===== config.mk =====
export PLATFORM = sky130hd
export DESIGN_NAME = adder_skew_feeder
export DESIGN_NICKNAME = d
export VERILOG_FILES = /design/src/rtl/adder_skew_feeder.sv
export SDC_FILE = /design/constraint.sdc
export NUM_CORES = 1
export LEC_CHECK = 0
export CORE_MARGIN = 4
export CORE_UTILIZATION = 35
export CTS_CLUSTER_DIAMETER = 80
export CTS_CLUSTER_SIZE = 28
export DETAILED_ROUTE_END_ITERATION = 12
export DONT_BUFFER_PORTS = 1
export PLACE_DENSITY = 0.6
export SETUP_SLACK_MARGIN = 0.2
export SLEW_MARGIN = 0
export SYNTH_ARGS = -nofsm -noshare
export SYNTH_HDL_FRONTEND = slang
export SYNTH_SLANG_ARGS = --single-unit

===== constraint.sdc =====
create_clock -name clk -period 2.88 [get_ports clk]
set_input_delay 0.72 -clock clk [delete_from_list [all_inputs] [get_ports clk]]
set_output_delay 0.72 -clock clk [all_outputs]
set_load 0.01 [all_outputs]

===== src/rtl/adder_skew_feeder.sv =====
// Lane-skewing operand feeder for an 8-bit-chunk registered ripple adder: lane i is delayed i+1 cycles.
// Optional flush port is compiled in with `define ADDER_SKEW_FLUSH_EN.
module adder_skew_feeder #(
    parameter int unsigned W    = 64,
    parameter int unsigned TAGW = 4
) (
    input  logic              clk,
    input  logic              resetn,
`ifdef ADDER_SKEW_FLUSH_EN
    input  logic              flush,
`endif
    input  logic              in_valid,
    output logic              in_ready,
    input  logic [W-1:0]      in_a,
    input  logic [W-1:0]      in_b,
    input  logic              in_c,
    output logic [W-1:0]      out_a,
    output logic [W-1:0]      out_b,
    output logic              out_c,
    output logic [W/8-1:0]    lane_vld,
    output logic              res_valid,
    output logic [TAGW-1:0]   res_tag,
    output logic              busy
);

    localparam int unsigned N  = W / 8;
    localparam int unsigned CW = $clog2(N + 2);

    logic            clr;
    logic            accept;
    logic            c_q;
    logic [N-1:0]    vld_q;
    logic            res_q;
    logic [TAGW-1:0] tag_q;
    logic [CW-1:0]   cnt_q, cnt_d;
    logic [TAGW-1:0] tag_pipe_q [N+1];

`ifdef ADDER_SKEW_FLUSH_EN
    assign clr      = !resetn || flush;
    assign in_ready = resetn && !flush;
`else
    assign clr      = !resetn;
    assign in_ready = resetn;
`endif

    assign accept = in_valid && in_ready;

    // Idle stages load zero, so lanes without a live transaction read as 0.
    for (genvar i = 0; i < N; i++) begin : g_lane
        logic [7:0] a_q [i+1];
        logic [7:0] b_q [i+1];

        always_ff @(posedge clk) begin
            if (clr) begin
                for (int k = 0; k <= i; k++) begin
                    a_q[k] <= 8'h00;
                    b_q[k] <= 8'h00;
                end
            end else begin
                a_q[0] <= accept ? in_a[8*i +: 8] : 8'h00;
                b_q[0] <= accept ? in_b[8*i +: 8] : 8'h00;
                for (int k = 1; k <= i; k++) begin
                    a_q[k] <= a_q[k-1];
                    b_q[k] <= b_q[k-1];
                end
            end
        end

        assign out_a[8*i +: 8] = a_q[i];
        assign out_b[8*i +: 8] = b_q[i];
    end

    always_ff @(posedge clk) begin
        if (clr) begin
            c_q   <= 1'b0;
            vld_q <= '0;
            res_q <= 1'b0;
            cnt_q <= '0;
            for (int k = 0; k <= N; k++) begin
                tag_pipe_q[k] <= '0;
            end
        end else begin
            c_q           <= accept && in_c;
            vld_q         <= {vld_q[N-2:0], accept};
            res_q         <= vld_q[N-1];
            cnt_q         <= cnt_d;
            tag_pipe_q[0] <= accept ? tag_q : '0;
            for (int k = 1; k <= N; k++) begin
                tag_pipe_q[k] <= tag_pipe_q[k-1];
            end
        end
    end

    // Tag counter survives flush; only reset clears it.
    always_ff @(posedge clk) begin
        if (!resetn) begin
            tag_q <= '0;
        end else if (accept) begin
            tag_q <= tag_q + TAGW'(1);
        end
    end

    always_comb begin
        cnt_d = cnt_q;
        if (accept && !res_q) begin
            cnt_d = cnt_q + CW'(1);
        end else if (!accept && res_q) begin
            cnt_d = cnt_q - CW'(1);
        end
    end

    assign out_c     = c_q;
    assign lane_vld  = vld_q;
    assign res_valid = res_q;
    assign res_tag   = tag_pipe_q[N];
    assign busy      = (cnt_q != '0);

endmodule

==> After elaboration in Yosys (flattened, before gate mapping) <==
Memory sizes are Yosys's and may differ from the RTL's.
Cells that the tools add are included.
{ "classes": {"addsub": 3, "muxes": 104, "n_bitwise": 79, "reduce_logical": 10} }
{ "ops": {"columns": ["operator", "count"], "rows": [
  ["$mux W8", 88],
  ["$or A1 B1 Y1", 79],
  ["$mux W4", 12],
  ["$reduce_or A8 Y1", 2],
  ["$add A4 B1 Y4 const B", 2],
  ["$logic_and A1 B1 Y1", 4],
  ["$mux W1", 4],
  ["$reduce_bool A4 Y1", 1],
  ["$sub A4 B1 Y4 const B", 1],
  ["$logic_not A1 Y1", 2],
  ["$reduce_bool A2 Y1", 1]
]} }
{ "totals": {"reg_bits": 18, "ramBits": 612, "inputBits": 132, "out_inout_bits": 144, "wordCells": 218, "mem_count": 17} }
{ "mem_list": {"columns": ["memory", "depth", "word_bits", "rd", "rd_ports_with_merged_regs", "write_ports", "line", "rtl"], "rows": [
  ["g_lane[7].a_q", 8, 8, 8, 0, 8, "50", "logic [7:0] a_q [i+1];"],
  ["g_lane[7].b_q", 8, 8, 8, 0, 8, "51", "logic [7:0] b_q [i+1];"],
  ["g_lane[6].a_q", 7, 8, 7, 0, 7, "50", null],
  ["g_lane[6].b_q", 7, 8, 7, 0, 7, "51", null],
  ["g_lane[5].a_q", 6, 8, 6, 0, 6, "50", null],
  ["g_lane[5].b_q", 6, 8, 6, 0, 6, "51", null],
  ["+11 memories", null, null, null, null, null, null, null]
]} }

==> Longest topological paths before layout <==
Gate-level depths: netlist of the first run.
{ "depth": {"ltp_word": 5, "mapped_depth": 10, "mapped_depth_nobuf": 8} }

==> Worst setup path before layout of the first run <==
No wires, ideal clock.
{ "synth_timing": {"kind": "input -> register", "startpoint": "in resetn", "endpoint": "reg cnt_q[3]", "setup_ns": 0.072, "arrival_ns": 2.342, "required_ns": 2.808, "slack_ns": 0.466, "stages": 10, "path_buffers": 2, "path_cell_list": "buf_2 -> clkbuf_1 -> and2_1 -> ha_1 -> inv_1 -> ha_1 -> a21oi_2 -> a211oi_2 -> a31oi_1 -> mux2i_1"} }
{ "synth_between": {"elab_chain_len": 4, "elab_cells_between_ends": 6, "cone_classes": "mux (1); reduce/logical (5)"} }
{ "synth_rtl": {"columns": ["item", "line", "rtl"], "rows": [
  ["from (decl)", "8", "input logic resetn,"],
  ["$logic_and A1 B1 Y1 *", "46", "assign accept = in_valid && in_ready;"],
  ["via accept", "30", "logic accept;"],
  ["$logic_not A1 Y1", "107", "end else if (!accept && res_q) begin"],
  ["$logic_and A1 B1 Y1", "107", null],
  ["$reduce_bool A2 Y1 (no source line)", null, null],
  ["to (signal assigned)", "86", "cnt_q <= cnt_d;"],
  ["to (decl)", "35", "logic [CW-1:0] cnt_q, cnt_d;"]
]} }
Mark *: on every way through the listed nets, which the timed path passes. The rest lies on a longest branch.
A chain may end at the register's enable or synchronous reset.

==> Worst setup path in the final report of the first run <==
{ "layout_timing": {"startpoint": "reg cnt_q[0]", "endpoint": "out busy"} }
{ "layout_between": {"elab_chain_len": 1} }
{ "layout_rtl": {"columns": ["item", "line", "rtl"], "rows": [
  ["$reduce_bool A4 Y1", "116", "assign busy = (cnt_q != '0);"],
  ["to (decl)", "23", "output logic busy"]
]} }
Every way passes these cells.

==> results of run 1 <==
==> flip-flops by register name (all words and copies together) (netlist names) <==
register    count
g_lane.a_q    288
g_lane.b_q    288
res_valid       1
tag_q           4
tag_pipe_q     36
out_c           1
lane_vld        8
cnt_q           4
==> final cells by class <==
| cell class | instances | share of cell area (%) |
|---|---|---|
| Sequential cell | 630 | 67.49 |
| Multi-Input combinational cell | 655 | 22.25 |
| Tap cell | 672 | 4.499 |
| Clock buffer | 33 | 4.191 |
| Clock inverter | 15 | 1.386 |
| Antenna cell | 11 | 0.1473 |
| Inverter | 2 | 0.04017 |
==> power breakdown <==
| group | total, mW | internal (mW) | leakage (nW) | switching [mW] |
|---|---|---|---|---|
| logic | 0.164 | 0.107 | 2.32 | 0.0573 |
| clock network | 5.10 | 2.27 | 0.499 | 2.83 |
| registers | 8.93 | 8.87 | 5.11 | 0.0603 |
==> layer usage <==
metal  vias up  routed length [um]  global-route usage (%)
met3        52                1868                   3.378
met4         6                 796                   3.156
met1      3587               12230                   11.91
met2       180               11260                   13.33
met5         -                  34                       0
li1       4130                   -                       -
==> cell families (layout without fill, tap and decap cells) <==
family / count (synthesis) / in the layout / synth area share (%)
compound gates: 4 / 4 / 0.1824
xor+xnor: 5 / 5 / 0.2456
fa+ha+maj: 5 / 5 / 0.3930
buf+inv: 173 / 50 / 5.951
flops: 630 / 630 / 70.73
mux: 3 / 3 / 0.1684
other cells: 0 / 11 / 0
simple gates: 638 / 638 / 22.33
==> cells in the final DEF (no fill, tap or decap) <==
cell type / netlist / routed
clkinv_8: 0 / 1
xnor2_1: 4 / 4
inv_1: 2 / 2
a21oi_2: 1 / 1
clkbuf_1: 24 / 2
a211oi_2: 1 / 1
xor2_1: 1 / 1
nor2_1: 1 / 1
mux2i_1: 3 / 3
clkinv_2: 0 / 1
inv_8: 0 / 3
inv_6: 0 / 3
diode_2: 0 / 11
or4_1: 1 / 1
dfxtp_1: 630 / 630
and3_1: 133 / 133
fa_1: 1 / 1
ha_1: 4 / 4
bufinv_16: 0 / 2
clkinvlp_4: 0 / 1
nand3_1: 1 / 1
nand2b_1: 1 / 1
inv_16: 0 / 1
clkbuf_16: 0 / 31
and2_1: 495 / 495
nor2b_1: 2 / 2
clkinv_16: 0 / 3
o21ai_0: 1 / 1
nand2_1: 3 / 3
a31oi_1: 1 / 1
nand4_1: 1 / 1
==> through the flow <==
step                setup slack (ns)  std cells  hold slack (ns)
floorplan                     0.4662       1458           0.4119
global placement              0.6032       1959           0.4133
detailed placement            0.5385       1959           0.4169
CTS                           0.5159       2007           0.1954
global route                  0.5020       2013           0.2158
finish                        0.5794       2018           0.2544
==> path summary, 6_finish.rpt <==
path | start | endpoint | slack, ns
setup reg to reg | res_valid | cnt_q[3] | 1.01
setup / recovery | cnt_q[0] | busy | 0.58
hold reg to reg | tag_pipe_q[0][19] | tag_pipe_q[0][23] | 0.42
hold / removal | in_valid | lane_vld[0] | 0.25
==> metrics.md, run 1 <==
| Metric | Value |
|---|---|
| Outcome | complete, no violations |
| YS warnings | 0 |
| Post-synth EDFFs | 0 |
| Final GP Congestion | 0.7457 |
| RSZ-0062 raised after global routing | false |
| Total power | 14.20 mW |
| Post_cts resized | 0 |
| Post-CTS setup buffer count | 0 |
| Vias | 7955 |
| Worst slew pin tran | 1.476 ns |
| DR iter-0 viols | 405 |
| Tot GR Track Use | 8.941% |
| Async S/R FF share, synth | 0% |
| Area growth, synth to finish | 4.807% |
| FILL cells | 4880 |
| Peak supply drop | 0.4610 mV |
| FMAX | 434.7 MHz |
| Nets | 1457 |
| Max-cap violations | 0 |
| Leading post-synthesis cells by cell area | dfxtp_1, and2_1, and3_1 |
| Detailed Place HPWL | 15.32 mm |
| Synthesis-stage register bit count | 630 |
| Register area share after synthesis | 70.73% |
| Worst-case clock buffer depth | 3 |
| Die Area | 0.05462 mm2 |
| Worst hold path depth | 1 |
| Worst path top cell family by delay | simple AND/OR/NAND/NOR gates |
| Crit-path cells | or4_1 |
| Crit path kind | reg -> out |
| Levels on crit path | 1 |
| Critical path buffers and inverters | 0 |
| Final Max Tran Viols | 0 |
| Finished layout cell area | 0.01869 mm2 |
| Clock skew | 0.02056 ns |
| Residual DRC | 0 |
| Most frequent cell after synthesis | dfxtp_1 |
| H-tree depth | 1 |
| Worst reg-to-reg path cell count | 8 |
| Num Clock Sinks | 630 |
| Initial antenna violation count | 13 |
| Min-delay worst type | in -> reg |
| Min Clock Period, post-route | 2.301 ns |
| CTS tree | done |
| Slew margin rel. | 1.610% |
| Crit path max fanout | 4 |
| Pleak | 7.927 nW |
| Wire per inst | 12.98 um |
| Pwr dens | 759.7 mW/mm2 |
| Final setup vio count | 0 |
| Number of global-route vias before repair | 7340 |
| Post-synth top area share | 70.73% |
| Register area | 0.01261 mm2 |
| Die extent in y | 233.7 um |
| Startpoint Class | register |
| Clock latency on the worst-skew pair | 0.60 ns |
| Initial core utilization | 35.47% |
| CP arrival | 1.58 ns |
| Detail Route Antenna Nets | 0 |
| Num ports | 276 |
| Fin util | 37.17% |
| Layout cells sized above 1 | 3.596% |
| Crit-path slowest cell | or4_1 |
| Synth area leader | dfxtp_1 |
| Gate Count Post-Synth | 1458 |
| Syn_nets | 1595 |
| Fin crit share | 79.88% |
| Largest net degree at the start of global routing | 634 |
| Via/cell ratio | 3.942 |
| Core ar. | 0.05027 mm2 |
| CP required | 2.16 ns |
| Num rows | 82 |
| Post-Route WL | 26.19 mm |
| First-pass GRT wire length | 40.21 mm |
| Hold-fix buffers at CTS | 0 |
| CTS clk-pin slew, worst paths | 0.10 ns |
| I/O Buffers | 0 |
| Ys flop type | dfxtp_1 |
| GRT overflow | 0 |
| Netlist Area Pre-Place | 0.01783 mm2 |
| Chip Width | 233.7 um |
| Distinct cells, synth | 24 |
| Top cell types by occurrence after synthesis | dfxtp_1, and2_1, and3_1 |
| Sum Neg Setup Slack | 0 ns |
| Largest stage delay on the critical path | 0.62 ns |
| Total iterations of the first detailed-routing run | 4 |
| Mapped Avg Cell Area | 12.23 um2 |
| Clock buffer count from CTS | 31 |
| Multi-input logic area | 0.004158 mm2 |
| Fin. Hold Viols | 0 |
| Dpl cell area | 0.01762 mm2 |
| CP endpoint kind | primary output |
| Clk root buf | clkbuf_16 |
Note: power is estimated with default switching activity, not from simulation.
==> run 2, diff against run 1 <==
PLACE_DENSITY = 0.62   (was 0.6)
clock period = 2 ns   (was 2.88 ns; I/O delays follow)
==> run 2 against run 1 <==
  * Critical endpoint unchanged
  * Worst hold slack worse by 0.20 ns
  * Wire length rose by 1.8%
  * Critical path depth did not move
  * Power grew 44%
  * Highest routed layer unchanged
  * Clock skew fell by 0.0055 ns
  * Largest power group unchanged
  * Clock-buffer cell count is the same
  * Via count increased by 1.6%
  * Setup slack got worse by 0.57 ns
==> metrics.md, run 2 (synthesis results as in run 1) <==
| Metric | Value |
|---|---|
| Num Clock Sinks | 630 (unchanged) |
| Pwr dens | 1075 mW/mm2 (was 759.7 mW/mm2) |
| CP required | 1.50 ns (was 2.16 ns) |
| Wire per inst | 13.04 um (was 12.98 um) |
| DR iter-0 viols | 478 (was 405) |
| Tot GR Track Use | 9.248% (was 8.941%) |
| Crit path max fanout | 2 (was 4) |
| I/O Buffers | 0 (unchanged) |
| Outcome | complete, no violations (unchanged) |
| Worst-case clock buffer depth | 3 (unchanged) |
| CTS clk-pin slew, worst paths | 0.10 ns (about the same) |
| Area growth, synth to finish | 6.715% (was 4.807%) |
| Top Registers | g_lane.a_q: 288 flops, g_lane.b_q: 288 flops, tag_pipe_q: 36 flops (unchanged) |
| Peak supply drop | 0.9733 mV (was 0.4610 mV) |
| Via/cell ratio | 3.954 (was 3.942) |
| Crit-path slowest cell | or4_4 (was or4_1) |
| Sum Neg Setup Slack | 0 ns (unchanged) |
| RSZ-0062 raised after global routing | true (was false) |
| Clock buffer count from CTS | 31 (unchanged) |
| Nets | 1490 (was 1457) |
| Final setup vio count | 0 (unchanged) |
| First-pass GRT wire length | 41.59 mm (was 40.21 mm) |
| Initial core utilization | 35.47% (unchanged) |
| Clk root buf | clkbuf_16 (unchanged) |
| Critical path buffers and inverters | 0 (unchanged) |
| H-tree depth | 1 (unchanged) |
| Post-Route WL | 26.67 mm (was 26.19 mm) |
| Die extent in y | 233.7 um (unchanged) |
| Crit-path cells | or4_4 (was or4_1) |
| Min-delay worst type | in -> reg (unchanged) |
| Detail Route Antenna Nets | 0 (unchanged) |
| Largest net degree at the start of global routing | 625 (was 634) |
| Pleak | 8.076 nW (was 7.927 nW) |
| Layout cells sized above 1 | 4.602% (was 3.596%) |
| Chip Width | 233.7 um (unchanged) |
| Fin. Hold Viols | 0 (unchanged) |
| CP arrival | 1.49 ns (was 1.58 ns) |
| Fin crit share | 99.51% |
| Max-cap violations | 0 (unchanged) |
| Multi-input logic area | 0.004202 mm2 (was 0.004158 mm2) |
| Clock skew | 0.01507 ns (was 0.02056 ns) |
| Vias | 8086 (was 7955) |
| Final hold slack | 0.04990 ns (was 0.2544 ns) |
| CTS tree | done (unchanged) |
| Startpoint Class | register (unchanged) |
| Clock latency on the worst-skew pair | 0.60 ns (about the same) |
| Die Area | 0.05462 mm2 (unchanged) |
| Register area | 0.01262 mm2 (was 0.01261 mm2) |
| Residual DRC | 0 (unchanged) |
| FMAX | 502.5 MHz |
| Num rows | 82 (unchanged) |
| Number of global-route vias before repair | 7614 (was 7340) |
| Worst path top cell family by delay | simple AND/OR/NAND/NOR gates (unchanged) |
| Final Max Tran Viols | 0 (unchanged) |
| Total iterations of the first detailed-routing run | 4 (unchanged) |
| Most frequent cells in the layout | dfxtp_1, and2_1, and3_1, clkbuf_16, dlygate4sd3_1 (was dfxtp_1, and2_1, and3_1, clkbuf_16) |
| Min Clock Period, post-route | 1.990 ns |
| Slew margin rel. | 57.13% (was 1.610%) |
| Initial antenna violation count | 7 (was 13) |
| Final GP Congestion | 0.7231 (was 0.7457) |
| Num ports | 276 (unchanged) |
| Total power | 20.46 mW (was 14.20 mW) |
| Detailed Place HPWL | 15.22 mm (was 15.32 mm) |
| GRT overflow | 0 (unchanged) |
| CP endpoint kind | primary output (unchanged) |
| FILL cells | 4823 (was 4880) |
| Final Non-Filler Cells | 2045 (was 2018) |
| Crit path kind | reg -> out (unchanged) |
| Largest stage delay on the critical path | 0.54 ns (was 0.62 ns) |
| Dpl cells | 1959 (unchanged) |
| Worst slew pin tran | 0.6430 ns (was 1.476 ns) |
| Core ar. | 0.05027 mm2 (unchanged) |
| Most common cell after layout, fill and taps aside | dfxtp_1 (unchanged) |
==> run 2: metal layers <==
layer | routed length (um) | part of all wire (%) | track usage (%)
met3 | 1769 | 6.6 | 3.085
met2 | 11870 | 45 | 14.25
met4 | 834 | 3.1 | 2.989
met1 | 12170 | 46 | 12.30
met5 | 29 | 0.11 | 0
==> run 2: per-stage QoR <==
stage               utilization [%]  area, um2  setup slack (ns)
finish                        37.85      19030          0.009822
global route                  37.84      19020          -0.05057
CTS                           37.78      18990          -0.03931
detailed placement            35.10      17650           0.08420
global placement              35.10      17650           0.09400
floorplan                         -      17900           0.01706
==> run 2: cell type report <==
type	count	share of cell area, %
Inverter	2	0.05260
Clock buffer	33	4.169
Antenna cell	4	0.05260
Timing Repair Buffer	33	1.696
Tap cell	672	4.419
Clock inverter	16	1.197
Multi-Input combinational cell	655	22.08
Sequential cell	630	66.33
==> run 2: worst paths after layout <==
kind	end	slack (ns)	cells after the start	start
max	busy	0.01	1	cnt_q[1]
min	g_lane[0].b_q[0][4]	0.05	1	in_b[4]
max reg2reg	cnt_q[3]	0.32	8	res_valid
min reg2reg	tag_pipe_q[0][21]	0.43	1	tag_pipe_q[0][17]
==> run 2: power breakdown <==
group,switching (mW),internal [mW]
logic,0.109,0.210
clock network,4.11,3.17
registers,0.0840,12.8
total,4.30,16.2
==> run 2: what timing repair did <==
action / CTS / global route
endpoints found under the hold margin: 35 / 1
buffers inserted: 3 / 0
endpoints found under the setup margin: 1 / 2
hold buffers: 29 / 1
pin swaps: 1 / 0
gates resized for setup: 6 / 3
